[src/rtl/user_move_if.sv]
// Handshake bundle between the player movement controller and its
// input/plotter side: movement requests in, sprite pass control out.
interface user_move_if;
  logic       frame_tick;
  logic       move_left;
  logic       move_right;
  logic       draw_done;
  logic       draw_start;
  logic       erase;
  logic [8:0] x_pos;
  logic [7:0] y_pos;
  logic       busy;

  // Drives requests and plotter completion, observes the controller.
  modport master (
    output frame_tick, move_left, move_right, draw_done,
    input  draw_start, erase, x_pos, y_pos, busy
  );

  // The controller itself.
  modport slave (
    input  frame_tick, move_left, move_right, draw_done,
    output draw_start, erase, x_pos, y_pos, busy
  );
endinterface

[src/rtl/user_move_ctrl.sv]
// Player sprite movement controller.
// Draws the sprite once after reset, then on each frame tick with a single
// direction held, erases the sprite at its old x, steps x with saturation
// at the screen edges, and redraws it. Only one plotter pass is ever
// outstanding. draw_start/erase/busy are registered, so each pulse
// appears in the cycle after its *_START state.
//
// state       | meaning
// INIT_START  | issue the first draw at X_INIT
// INIT_WAIT   | wait for the first draw to complete
// IDLE        | wait for a frame tick with a usable direction
// ERASE_START | issue an erase pass at the old x
// ERASE_WAIT  | erase pass in progress
// UPDATE      | step x toward the sampled direction, saturating
// DRAW_START  | issue a draw pass at the new x
// DRAW_WAIT   | draw pass in progress
module user_move_ctrl #(
  parameter logic [8:0] X_INIT = 9'd146,
  parameter logic [7:0] Y_USER = 8'd200,
  parameter logic [8:0] X_MIN  = 9'd0,
  parameter logic [8:0] X_MAX  = 9'd292,
  parameter logic [8:0] STEP   = 9'd2
) (
  input  logic        clk,
  input  logic        reset,
  user_move_if.slave  bus
);

  typedef enum logic [2:0] {
    INIT_START,
    INIT_WAIT,
    IDLE,
    ERASE_START,
    ERASE_WAIT,
    UPDATE,
    DRAW_START,
    DRAW_WAIT
  } state_t;

  localparam logic [1:0] DIR_LEFT  = 2'b10;
  localparam logic [1:0] DIR_RIGHT = 2'b01;

  state_t     state_q, state_d;
  logic [8:0] x_pos_q, x_pos_d;
  logic [1:0] dir_q, dir_d;
  logic       draw_start_q, draw_start_d;
  logic       erase_q, erase_d;
  logic       busy_q, busy_d;
  logic [1:0] dir_in;
  logic       move_ok;

  // Next-state and next-output logic for the whole controller.
  always_comb begin
    state_d      = state_q;
    x_pos_d      = x_pos_q;
    dir_d        = dir_q;
    erase_d      = erase_q;
    draw_start_d = 1'b0;
    dir_in       = {bus.move_left, bus.move_right};
    // A move is only worth a pass if the sprite is not already at that edge.
    move_ok      = ((dir_in == DIR_LEFT)  && (x_pos_q > X_MIN)) ||
                   ((dir_in == DIR_RIGHT) && (x_pos_q < X_MAX));

    case (state_q)
      INIT_START: begin
        draw_start_d = 1'b1;
        erase_d      = 1'b0;
        x_pos_d      = X_INIT;
        state_d      = INIT_WAIT;
      end
      INIT_WAIT: begin
        if (bus.draw_done) state_d = IDLE;
      end
      IDLE: begin
        if (bus.frame_tick) begin
          dir_d = dir_in;
          if (move_ok) state_d = ERASE_START;
        end
      end
      ERASE_START: begin
        draw_start_d = 1'b1;
        erase_d      = 1'b1;
        state_d      = ERASE_WAIT;
      end
      ERASE_WAIT: begin
        if (bus.draw_done) begin
          erase_d = 1'b0;
          state_d = UPDATE;
        end
      end
      UPDATE: begin
        if (dir_q == DIR_LEFT)
          x_pos_d = (x_pos_q < X_MIN + STEP) ? X_MIN : x_pos_q - STEP;
        else if (dir_q == DIR_RIGHT)
          x_pos_d = (x_pos_q > X_MAX - STEP) ? X_MAX : x_pos_q + STEP;
        state_d = DRAW_START;
      end
      DRAW_START: begin
        draw_start_d = 1'b1;
        erase_d      = 1'b0;
        state_d      = DRAW_WAIT;
      end
      DRAW_WAIT: begin
        if (bus.draw_done) state_d = IDLE;
      end
      default: state_d = INIT_START;
    endcase

    busy_d = (state_d != IDLE);
  end

  // State and registered outputs; reset aborts any pass and restarts the init draw.
  always_ff @(posedge clk or posedge reset) begin
    if (reset) begin
      state_q      <= INIT_START;
      x_pos_q      <= X_INIT;
      dir_q        <= 2'b00;
      draw_start_q <= 1'b0;
      erase_q      <= 1'b0;
      busy_q       <= 1'b1;
    end else begin
      state_q      <= state_d;
      x_pos_q      <= x_pos_d;
      dir_q        <= dir_d;
      draw_start_q <= draw_start_d;
      erase_q      <= erase_d;
      busy_q       <= busy_d;
    end
  end

  assign bus.draw_start = draw_start_q;
  assign bus.erase      = erase_q;
  assign bus.x_pos      = x_pos_q;
  assign bus.y_pos      = Y_USER;
  assign bus.busy       = busy_q;

endmodule

[src/flat_wrapper.sv]
// flat-port wrapper written by rule: the top's interface ports become plain ports
module user_move_ctrl_flat 
#(
  parameter logic [8:0] X_INIT = 9'd146,
  parameter logic [7:0] Y_USER = 8'd200,
  parameter logic [8:0] X_MIN  = 9'd0,
  parameter logic [8:0] X_MAX  = 9'd292,
  parameter logic [8:0] STEP   = 9'd2
)
  (clk, reset, bus_frame_tick, bus_move_left, bus_move_right, bus_draw_done, bus_draw_start, bus_erase, bus_x_pos, bus_y_pos, bus_busy);
  user_move_if bus_i ();
  input  logic clk;
  input  logic reset;
  input wire logic [$bits(bus_i.frame_tick)-1:0] bus_frame_tick;
  input wire logic [$bits(bus_i.move_left)-1:0] bus_move_left;
  input wire logic [$bits(bus_i.move_right)-1:0] bus_move_right;
  input wire logic [$bits(bus_i.draw_done)-1:0] bus_draw_done;
  output wire logic [$bits(bus_i.draw_start)-1:0] bus_draw_start;
  output wire logic [$bits(bus_i.erase)-1:0] bus_erase;
  output wire logic [$bits(bus_i.x_pos)-1:0] bus_x_pos;
  output wire logic [$bits(bus_i.y_pos)-1:0] bus_y_pos;
  output wire logic [$bits(bus_i.busy)-1:0] bus_busy;
  assign bus_i.frame_tick = bus_frame_tick;
  assign bus_i.move_left = bus_move_left;
  assign bus_i.move_right = bus_move_right;
  assign bus_i.draw_done = bus_draw_done;
  assign bus_draw_start = bus_i.draw_start;
  assign bus_erase = bus_i.erase;
  assign bus_x_pos = bus_i.x_pos;
  assign bus_y_pos = bus_i.y_pos;
  assign bus_busy = bus_i.busy;
  user_move_ctrl #(.X_INIT(X_INIT), .Y_USER(Y_USER), .X_MIN(X_MIN), .X_MAX(X_MAX), .STEP(STEP)) u_core (.clk(clk), .reset(reset), .bus(bus_i));
endmodule
[config.mk]
export PLATFORM = sky130hd
export DESIGN_NAME = user_move_ctrl_flat
export DESIGN_NICKNAME = d
export VERILOG_FILES = /design/src/rtl/user_move_if.sv /design/src/rtl/user_move_ctrl.sv /design/src/flat_wrapper.sv
export SDC_FILE = /design/constraint.sdc
export NUM_CORES = 1
export LEC_CHECK = 0
export ABC_AREA = 1
export CORE_MARGIN = 8
export CORE_UTILIZATION = 45
export CTS_CLUSTER_SIZE = 16
export DETAILED_ROUTE_END_ITERATION = 12
export PLACE_DENSITY = 0.77
export SLEW_MARGIN = 10
export SYNTH_ARGS = -nofsm -noshare
export SYNTH_HDL_FRONTEND = slang
export SYNTH_SLANG_ARGS = --single-unit
[constraint.sdc]
create_clock -name clk -period 1.85 [get_ports clk]
set_input_delay 0.37 -clock clk [delete_from_list [all_inputs] [get_ports clk]]
set_output_delay 0.37 -clock clk [all_outputs]
set_load 0.005 [all_outputs]
==> run_results.csv, run 1 <==
group,metric,value,unit
status,outcome,"complete, no violations",
global_route,first_global_vias,1121,
worst_setup_path,crit_path_top_delay_cell,"dfstp_2",
synthesis,synth_warnings,0,
sta,rsz0062_at_grt,"false",
job,maxCapViolations,0,
floorplanning,die_area,4619,µm²
synthesis,synth_cell_types,22,
global_route,grt_max_degree,17,
routing,totalWireLength,2912,µm
sta,drv_slew,0,
worst_setup_path,start_kind,"flop",
worst_setup_path,path_class,"reg -> out",
sta,post-route-period-util,96.82,%
synthesis,syn_avg_cell_area,6.462,µm²
clocking,cts_root_buf,"clkbuf_4",
power_and_ir_drop,power_density,1552,nW/µm²
floorplanning,coreArea,2663,µm²
worst_setup_path,cp_max_fo,6,
routing,ant_nets,0,
synthesis,netlist_area,1215,µm²
worst_setup_path,slowest_delay,0.61,ns
global_route,overflow,0,
synthesis,yosysTopAreaCellShare,24.72,%
place,portBuffers,16,
synthesis,synthTopCellsByArea,"dfrtp_1 (25%), nand2_1 (19%), nand3_1 (9.5%)",
routing,drc,0,
floorplanning,initial_core_util,45.63,%
sta,min_period,1.791,ns
worst_setup_path,cp_cell_sequence,"clkdlybuf4s50_1",
floorplanning,rows,19,
routing,routed_via_density,4.992,
routing,drtIter0Drc,85,
worst_setup_path,r2r_slack,0.18,ns
synthesis,ys_seq_area_share,33.37,%
clocking,numClockSinks,16,
sta,max_clock_freq,558.3,MHz
routing,dr.pass1.iters,4,
worst_setup_path,cp.required,1.48,ns
sta,setup_tns,0,ns
routing,via_count,1188,
cells_and_area,nets,216,
place,place_congestion,0.9383,
place,dp_hpwl,2231,µm
worst_setup_path,critPathBufInv,1,
clocking,cts_hold_buf,0,
worst_hold_path,hp-class,"in -> async",
cells_and_area,area_delta_synth_final,16.38,%
floorplanning,die_x,67.96,µm
sta,setup_violations,0,
worst_setup_path,end_kind,"output port",
floorplanning,ios,26,
power_and_ir_drop,peakVddDrop,0.8476,mV
worst_setup_path,critPathTopFamily,"flip-flops",
cells_and_area,num_antenna_cells,0,
clocking,tritoncts,"built",
sta,hold_viol,0,
global_route,antenna_found_initial,0,
global_route,grt_pass1_wl,5043,µm
global_route,grt_use_total,14.17,%
clocking,clkTransAtPathRegs,0.11,ns
sta,fin_skew,0.01418,ns
routing,avgRoutedWirePerCell,12.24,µm
cells_and_area,drive_above_1_share,9.662,%
floorplanning,chipHeight,67.96,µm
power_and_ir_drop,leakage,0.7245,nW
synthesis,ys_ff_latch,16,
sta,whs,0.3713,ns
synthesis,synthCells,188,
clocking,cts_buffers,3,
clocking,h-tree-depth,1,
synthesis,synth_top_cell_by_area,"dfrtp_1",
clocking,ctsLongestPathBuffers,2,
clocking,insertion_delay,0.30,ns
worst_setup_path,arrival,1.42,ns
path summary, 6_finish.rpt:
kind                                        to  cells past startpoint                start
max in group asynchronous  u_core.bus.x_pos[1]                      3                reset
min in group clk               u_core.dir_q[0]                      2      u_core.dir_q[0]
max reg2reg                u_core.bus.x_pos[2]                      7  u_core.bus.x_pos[1]
min                        u_core.bus.x_pos[5]                      3                reset
max                               bus_x_pos[7]                      1  u_core.bus.x_pos[7]
min reg2reg                    u_core.dir_q[0]                      2      u_core.dir_q[0]
metrics by stage:
step / worst slack, ns / instance area [µm²] / utilization, % / std cells / power [mW]
detailed placement: 0.2349 / 1369 / 51.41 / 233 / 1.941
global route: 0.01968 / 1414 / 53.10 / 238 / 2.430
CTS: 0.007982 / 1405 / 52.77 / 237 / 2.185
finish: 0.05892 / 1414 / 53.10 / 238 / 2.194
floorplan: 0.3929 / 1241 / - / 195 / 1.523
global placement: 0.2846 / 1369 / 51.41 / 233 / 1.936
cells in the mapped netlist, drive strengths merged:
master,number
nand2,64
inv,27
nand3,24
nor2,19
dfrtp,12
o21ai,11
buf,10
a21oi,5
dfstp,4
xor2,3
conb,2
ha,2
nand4,2
o211ai,2
a22oi,1
where the power goes:
| part | internal (mW) | total, mW | switching [mW] |
|---|---|---|---|
| clock network | 0.120 | 0.238 | 0.118 |
| registers | 0.531 | 0.719 | 0.188 |
| logic | 0.504 | 1.24 | 0.733 |
sequential cells by signal, summed over array words and instances, names as in the netlist:
signal and flops:
u_core.bus.x_pos 8, u_core.dir_q 2, u_core.bus.draw_start 1, u_core.state_q 3, u_core.bus.busy 1, u_core.bus.erase 1
metal layers:
metal / vias to the layer above / global-route usage (%) / part of all wire, %
met1: 531 / 18.71 / 45
li1: 617 / - / -
met5: - / 0 / 0
met4: 0 / 5.371 / 1.4
met2: 35 / 22.39 / 48
met3: 5 / 2.619 / 4.8
final cells by class:
type | instances | area, µm²
well taps | 31 | 38.79
repair buffers | 18 | 175.2
multi-input cells | 142 | 655.6
fillers | 282 | 1249
flip-flops and latches | 16 | 406.6
inverters | 27 | 101.3
clock buffers | 4 | 36.28
cell usage in the layout, fill, tap and decap left out, types with 4 or more instances in the layout:
cell type / instances
a21oi_1: 4
nor2_1: 16
o21ai_0: 9
inv_1: 26
nand2_1: 61
clkdlybuf4s50_1: 16
conb_1: 9
dfstp_2: 4
nand3_1: 23
dfrtp_1: 11
repair_timing:
| action | in CTS | in global routing |
|---|---|---|
| buffers inserted | 0 | 1 |
| gates resized for setup | 0 | 1 |
| setup endpoints to repair | 0 | 2 |
cells by family (layout without fill, tap and decap cells):
| group | Yosys count | in the layout | synth area share, % |
|---|---|---|---|
| AOI/OAI and AO/OA | 19 | 19 | 8.754 |
| xor gates and xnor gates | 3 | 3 | 2.163 |
| adders and majority gates | 2 | 2 | 2.059 |
| buffers and inverters | 37 | 49 | 14.83 |
| DFF | 16 | 16 | 33.37 |
| other | 2 | 9 | 0.6182 |
| and+or+nand+nor | 109 | 109 | 38.21 |
Power figures use the tool's default switching activity.
==> run 2, diff against run 1 <==
clock period = 1.75 ns   (was 1.85 ns; I/O delays follow)
==> run 2 against run 1 <==
Against the previous run: final cell count grew 1.3%; cell area grew 1.8%; largest cell class unchanged; via count grew 1.1%; setup slack gained 0.0056 ns; sequential share of layout area shrank 0.50 points; combinational power grew 10%; worst hold slack lost 0.012 ns.
==> run_results.csv, run 2 (same netlist as run 1, synthesis figures left out) <==
group,metric,value,unit
status,outcome,"complete, no violations",
power_and_ir_drop,p_int,1.253,mW
routing,wl_met3,198,µm
cells_and_area,nets,219,
routing,via_count,1201,
worst_setup_path,cp_max_fo,8,
job,maxCapViolations,0,
clocking,numClockSinks,16,
floorplanning,initial_core_util,45.63,%
routing,routed_via_density,4.983,
clocking,insertion_delay,0.29,ns
routing,dr.pass1.iters,4,
clocking,cts_root_buf,"clkbuf_4",
floorplanning,ios,26,
cells_and_area,largest_reg_flops,8,
worst_setup_path,worst-r2r-cell-count,7,
worst_setup_path,slowest_delay,0.56,ns
routing,drtIter0Drc,36,
sta,post-route-period-util,96.31,%
power_and_ir_drop,netSwitchingPower,1.104,mW
routing,wirelength_met1,1272,µm
power_and_ir_drop,power.share.clock,10.6,%
global_route,grt_max_degree,17,
global_route,antenna_found_initial,0,
sta,rsz0062_at_grt,"false",
sta,hold_viol,0,
sta,fin_ws,0.06456,ns
worst_setup_path,cp_cell_sequence,"clkdlybuf4s50_1",
floorplanning,die_area,4619,µm²
sta,drv_slew,0,
routing,wl_met2,1389,µm
worst_setup_path,timing.rr.end,"u_core.bus.x_pos[2]",
global_route,grt_pass1_wl,4912,µm
floorplanning,chipHeight,67.96,µm
sta,setup_violations,0,
cells_and_area,num_antenna_cells,0,
routing,top_layer_used,"met4",
cells_and_area,layout_common_cells,"nand2_1 (61), inv_1 (26), nand3_1 (23)",
worst_setup_path,arrival,1.34,ns
place,portBuffers,16,
clocking,ctsLongestPathBuffers,2,
clocking,cts_hold_buf,0,
worst_setup_path,crit_path_top_delay_cell,"clkdlybuf4s50_1",
clocking,cts_buffers,3,
worst_setup_path,rr_startpoint,"u_core.bus.x_pos[1]",
cells_and_area,drive_above_1_share,10.95,%
worst_setup_path,end_kind,"output port",
clocking,h-tree-depth,1,
place,post-place-ws,0.1327,ns
power_and_ir_drop,power_density,1638,nW/µm²
worst_setup_path,start_kind,"flop",
clocking,clkTransAtPathRegs,0.10,ns
power_and_ir_drop,netSwitchingFraction,46.85,%
floorplanning,die_x,67.96,µm
routing,drc,0,
routing,totalWireLength,2899,µm
power_and_ir_drop,seq_power_share,31.5,%
worst_setup_path,r2r_slack,0.14,ns
worst_setup_path,path_class,"reg -> out",
worst_setup_path,critPathTopFamily,"buffers and inverters",
clocking,tritoncts,"built",
sta,max_clock_freq,593.3,MHz
cells_and_area,n_fill_cell,271,
routing,avgRoutedWirePerCell,12.03,µm
cells_and_area,area_delta_synth_final,18.43,%
worst_setup_path,cp.required,1.40,ns
cells_and_area,final_common_cell,"nand2_1",
sta,fin_skew,0.006423,ns
worst_hold_path,hp-class,"in -> async",
sta,min_period,1.685,ns
floorplanning,rows,19,
global_route,first_global_vias,1166,
power_and_ir_drop,combinationalPowerShare,57.9,%
place,place_congestion,0.9416,
routing,ant_nets,0,
power_and_ir_drop,peakVddDrop,0.9222,mV
power_and_ir_drop,leakage,0.7408,nW
place,dp_hpwl,2238,µm
global_route,grt_use_total,13.70,%
worst_setup_path,critPathBufInv,1,
floorplanning,coreArea,2663,µm²
sta,setup_tns,0,ns
global_route,overflow,0,
## run 2: layer usage
layer  global-route usage, %  vias to the layer above
met4                   5.882                        0
met3                   3.437                        5
li1                        -                      617
met1                   15.55                      553
met2                   23.80                       26
met5                       0                        -
## run 2: layout make-up
| class | instances | area, µm² | share of cell area [%] |
|---|---|---|---|
| repair buffers | 21 | 200.2 | 13.91 |
| well taps | 31 | 38.79 | 2.696 |
| inverters | 27 | 101.3 | 7.043 |
| multi-input cells | 142 | 655.6 | 45.57 |
| flip-flops and latches | 16 | 406.6 | 28.26 |
| clock buffers | 4 | 36.28 | 2.522 |
## run 2: worst max path at each step
stage                                    from                   to  cells past startpoint
after floorplan           u_core.bus.x_pos[1]  u_core.bus.x_pos[3]                      8
after global placement    u_core.bus.x_pos[1]  u_core.bus.x_pos[2]                      7
after detailed placement  u_core.bus.x_pos[1]  u_core.bus.x_pos[2]                      7
after CTS                 u_core.bus.x_pos[1]         bus_x_pos[1]                      1
after global routing      u_core.bus.x_pos[3]         bus_x_pos[3]                      1
final                     u_core.bus.x_pos[8]         bus_x_pos[8]                      1
## run 2: worst min-delay path, delay by kind of cell
| family | cells | cell delay, ns |
|---|---|---|
| buffers and inverters | 3 | 0.68 |
## run 2: power by group through the flow
stage / Clock [mW] / Sequential (mW) / Combinational (mW)
3_3_place_gp: 0 / 0.787 / 1.26
5_1_grt: 0.273 / 0.771 / 1.56
2_1_floorplan: 0 / 0.744 / 0.866
3_5_place_dp: 0 / 0.790 / 1.26
4_1_cts: 0.257 / 0.746 / 1.33
6_report: 0.249 / 0.743 / 1.37
## run 2: metrics by stage
stage / cells / hold WS (ns) / util (%) / area, µm² / power [mW]
after floorplan: 195 / 0.2609 / - / 1241 / 1.610
after detailed placement: 233 / 0.5089 / 51.41 / 1369 / 2.051
after CTS: 239 / 0.3587 / 53.34 / 1420 / 2.338
final: 241 / 0.3591 / 54.04 / 1439 / 2.357
after global routing: 241 / 0.3738 / 54.04 / 1439 / 2.603
after global placement: 233 / 0.5159 / 51.41 / 1369 / 2.046
## run 2: repair_timing
item	in CTS	in global routing
buffers inserted	2	2
gates resized for setup	0	2
endpoints found under the setup margin	2	3
==> patch (flow settings as in run 1) <==
`X_MAX` is set to 9'd292 in 2 places; all go to 9'd256.
--- a/src/rtl/user_move_ctrl.sv
+++ b/src/rtl/user_move_ctrl.sv
@@ -19,5 +19,5 @@
   parameter logic [7:0] Y_USER = 8'd200,
   parameter logic [8:0] X_MIN  = 9'd0,
-  parameter logic [8:0] X_MAX  = 9'd292,
+  parameter logic [8:0] X_MAX  = 9'd256,
   parameter logic [8:0] STEP   = 9'd2
 ) (
--- a/src/flat_wrapper.sv
+++ b/src/flat_wrapper.sv
@@ -5,5 +5,5 @@
   parameter logic [7:0] Y_USER = 8'd200,
   parameter logic [8:0] X_MIN  = 9'd0,
-  parameter logic [8:0] X_MAX  = 9'd292,
+  parameter logic [8:0] X_MAX  = 9'd256,
   parameter logic [8:0] STEP   = 9'd2
 )
Check against the original RTL: no difference found for any inputs over 10 cycles, from zero or initial values and one cycle with reset high; that may be too few to reach the edited logic, so the function may still have changed.
==> patch against run 1 <==
- worst setup slack lost 0.0076 ns
- area after synthesis up 12%
- global-route usage shrank 1.2 points
- sequential cell count did not move
- design area increased by 9.3%
- routed wire length increased by 4.0%
- power down 6.5%
- final cell count did not move
==> patch: results (changes against run 1) <==
metric,value,unit,change
outcome,completed,,unchanged
ys_top_cells_by_area,"dfrtp_1 (22%), nand2_1 (12%), dfstp_2 (7.7%), nand3_1 (7.0%), inv_1 (5.5%)",,"was dfrtp_1 (25%), nand2_1 (19%), nand3_1 (9.5%), dfstp_2 (8.7%), inv_1 (8.0%)"
place_area,0.00150,sq mm,was 0.00137 sq mm
p_clk,243,uW,was 238 uW
grt_first_pass_wirelength,5.35,mm,was 5.04 mm
avgViaCountPerCell,4.95,,was 4.99
finalWeightedCongestion,1.01,,was 0.938
clk_pin_slew,0.10,ns,
cp_top_family,flip-flops,,unchanged
finalMaxSlewViolations,0,,unchanged
vias,1177,,was 1188
htree_levels,1,,unchanged
synth_cell_types,30,,was 22
drt-met1-wl,1.34,mm,was 1.32 mm
irDropWorstVdd,0.709,mV,was 0.848 mV
grt_usage,13.0,%,was 14.2%
drtIter0Drc,84,,was 85
grt_max_degree,17,,unchanged
synth_seq_area_share,29.8,%,was 33.4%
diodes,0,,unchanged
top_layer_used,met4,,unchanged
wl_met2,1.54,mm,was 1.41 mm
slowest_delay,0.61,ns,about the same
n_fill_cell,291,,was 282
power.internal,1.09,mW,was 1.15 mW
cts_buffers,3,,unchanged
avgSynthCellArea,7.27,sq um,was 6.46 sq um
met2_usage,22.1,%,was 22.4%
critical_path_peak_fanout,7,,was 6
cp_slowest_cell,dfstp_2,,unchanged
cts_root_buf,clkbuf_4,,unchanged
skew,0.00134,ns,was 0.0142 ns
clockBufferDepth,2,,unchanged
async_flop_share,100,%,unchanged
port_buffers,16,,unchanged
met3_usage,2.97,%,was 2.62%
antenna_found_initial,0,,unchanged
swShare,46.7,%,was 47.4%
first_pass_iters,4,,unchanged
wl_per_cell,12.7,um,was 12.2 um
min_path_type,in -> async,,unchanged
clk_latency,0.30,ns,about the same
crit_arrival,1.43,ns,
dp_cells,233,,unchanged
p_leak,0.748,nW,was 0.724 nW
drive_gt1_share,24.4,%,was 9.66%
ys_top_cells_by_count,"nand2_1 (44), inv_1 (20), nand3_1 (19), nor2_1 (15), dfrtp_1 (12)",,"was nand2_1 (61), inv_1 (26), nand3_1 (23), nor2_1 (16), dfrtp_1 (12)"
nets,214,,was 216
ys_warn_count,0,,unchanged
wl_met3,123,um,was 139 um
dp_hpwl,2.33,mm,was 2.23 mm
maxCapViolations,0,,unchanged
combPwrFrac,54.7,%,was 56.4%
met1_usage,15.2,%,was 18.7%
largest_register_ffs,8,,unchanged
pre_cts_slack,0.276,ns,was 0.235 ns
synth_flop_cell,dfrtp_1,,unchanged
## patch: cell count changes in the layout (fill, tap and decap cells not counted), sizes merged, moves of 2 or more
| cell | change |
|---|---|
| xor2 | -2 |
| nand3 | +3 |
| o21ai | -2 |
| nor2 | +4 |
| nand2 | -10 |
| a21oi | +2 |
## patch: final timing paths
kind,from,to,slack [ns],depth (start not counted)
setup reg to reg,u_core.bus.x_pos[1]$_DFFE_PP1P_,u_core.bus.x_pos[2]$_DFFE_PP0P_,0.25,5
setup / recovery,u_core.bus.x_pos[7]$_DFFE_PP1P_,bus_x_pos[7],0.05,1
hold / removal,reset,u_core.state_q[2]$_DFF_PP0_,0.37,3
min in group clk,u_core.bus.erase$_DFFE_PP0P_,u_core.bus.erase$_DFFE_PP0P_,0.55,2
hold reg to reg,u_core.bus.erase$_DFFE_PP0P_,u_core.bus.erase$_DFFE_PP0P_,0.55,2
max in group asynchronous,reset,u_core.bus.x_pos[1]$_DFFE_PP1P_,1.22,3
## patch: final cells by class
cell class              count  area [sq um]  area share [%]
multi-input cells         139           776            50.2
flip-flops and latches     16           407            26.3
repair buffers             19           183            11.8
inverters                  27           103            6.64
well taps                  33          41.3            2.67
clock buffers               4          36.3            2.35
## patch: cell families (layout without fill, tap and decap cells)
logic type / Yosys count / count (layout) / share of synthesized area [%]
buffers and inverters: 39 / 50 / 15.0
and+or+nand+nor: 108 / 108 / 43.7
DFF: 16 / 16 / 29.8
adders and majority gates: 2 / 2 / 1.84
xor gates and xnor gates: 1 / 1 / 0.645
other: 2 / 9 / 0.553
AOI/OAI and AO/OA: 19 / 19 / 8.38
## patch: timing repair
item	CTS	global route
gates resized for setup	0	1
setup endpoints to repair	0	2
buffers inserted	0	1
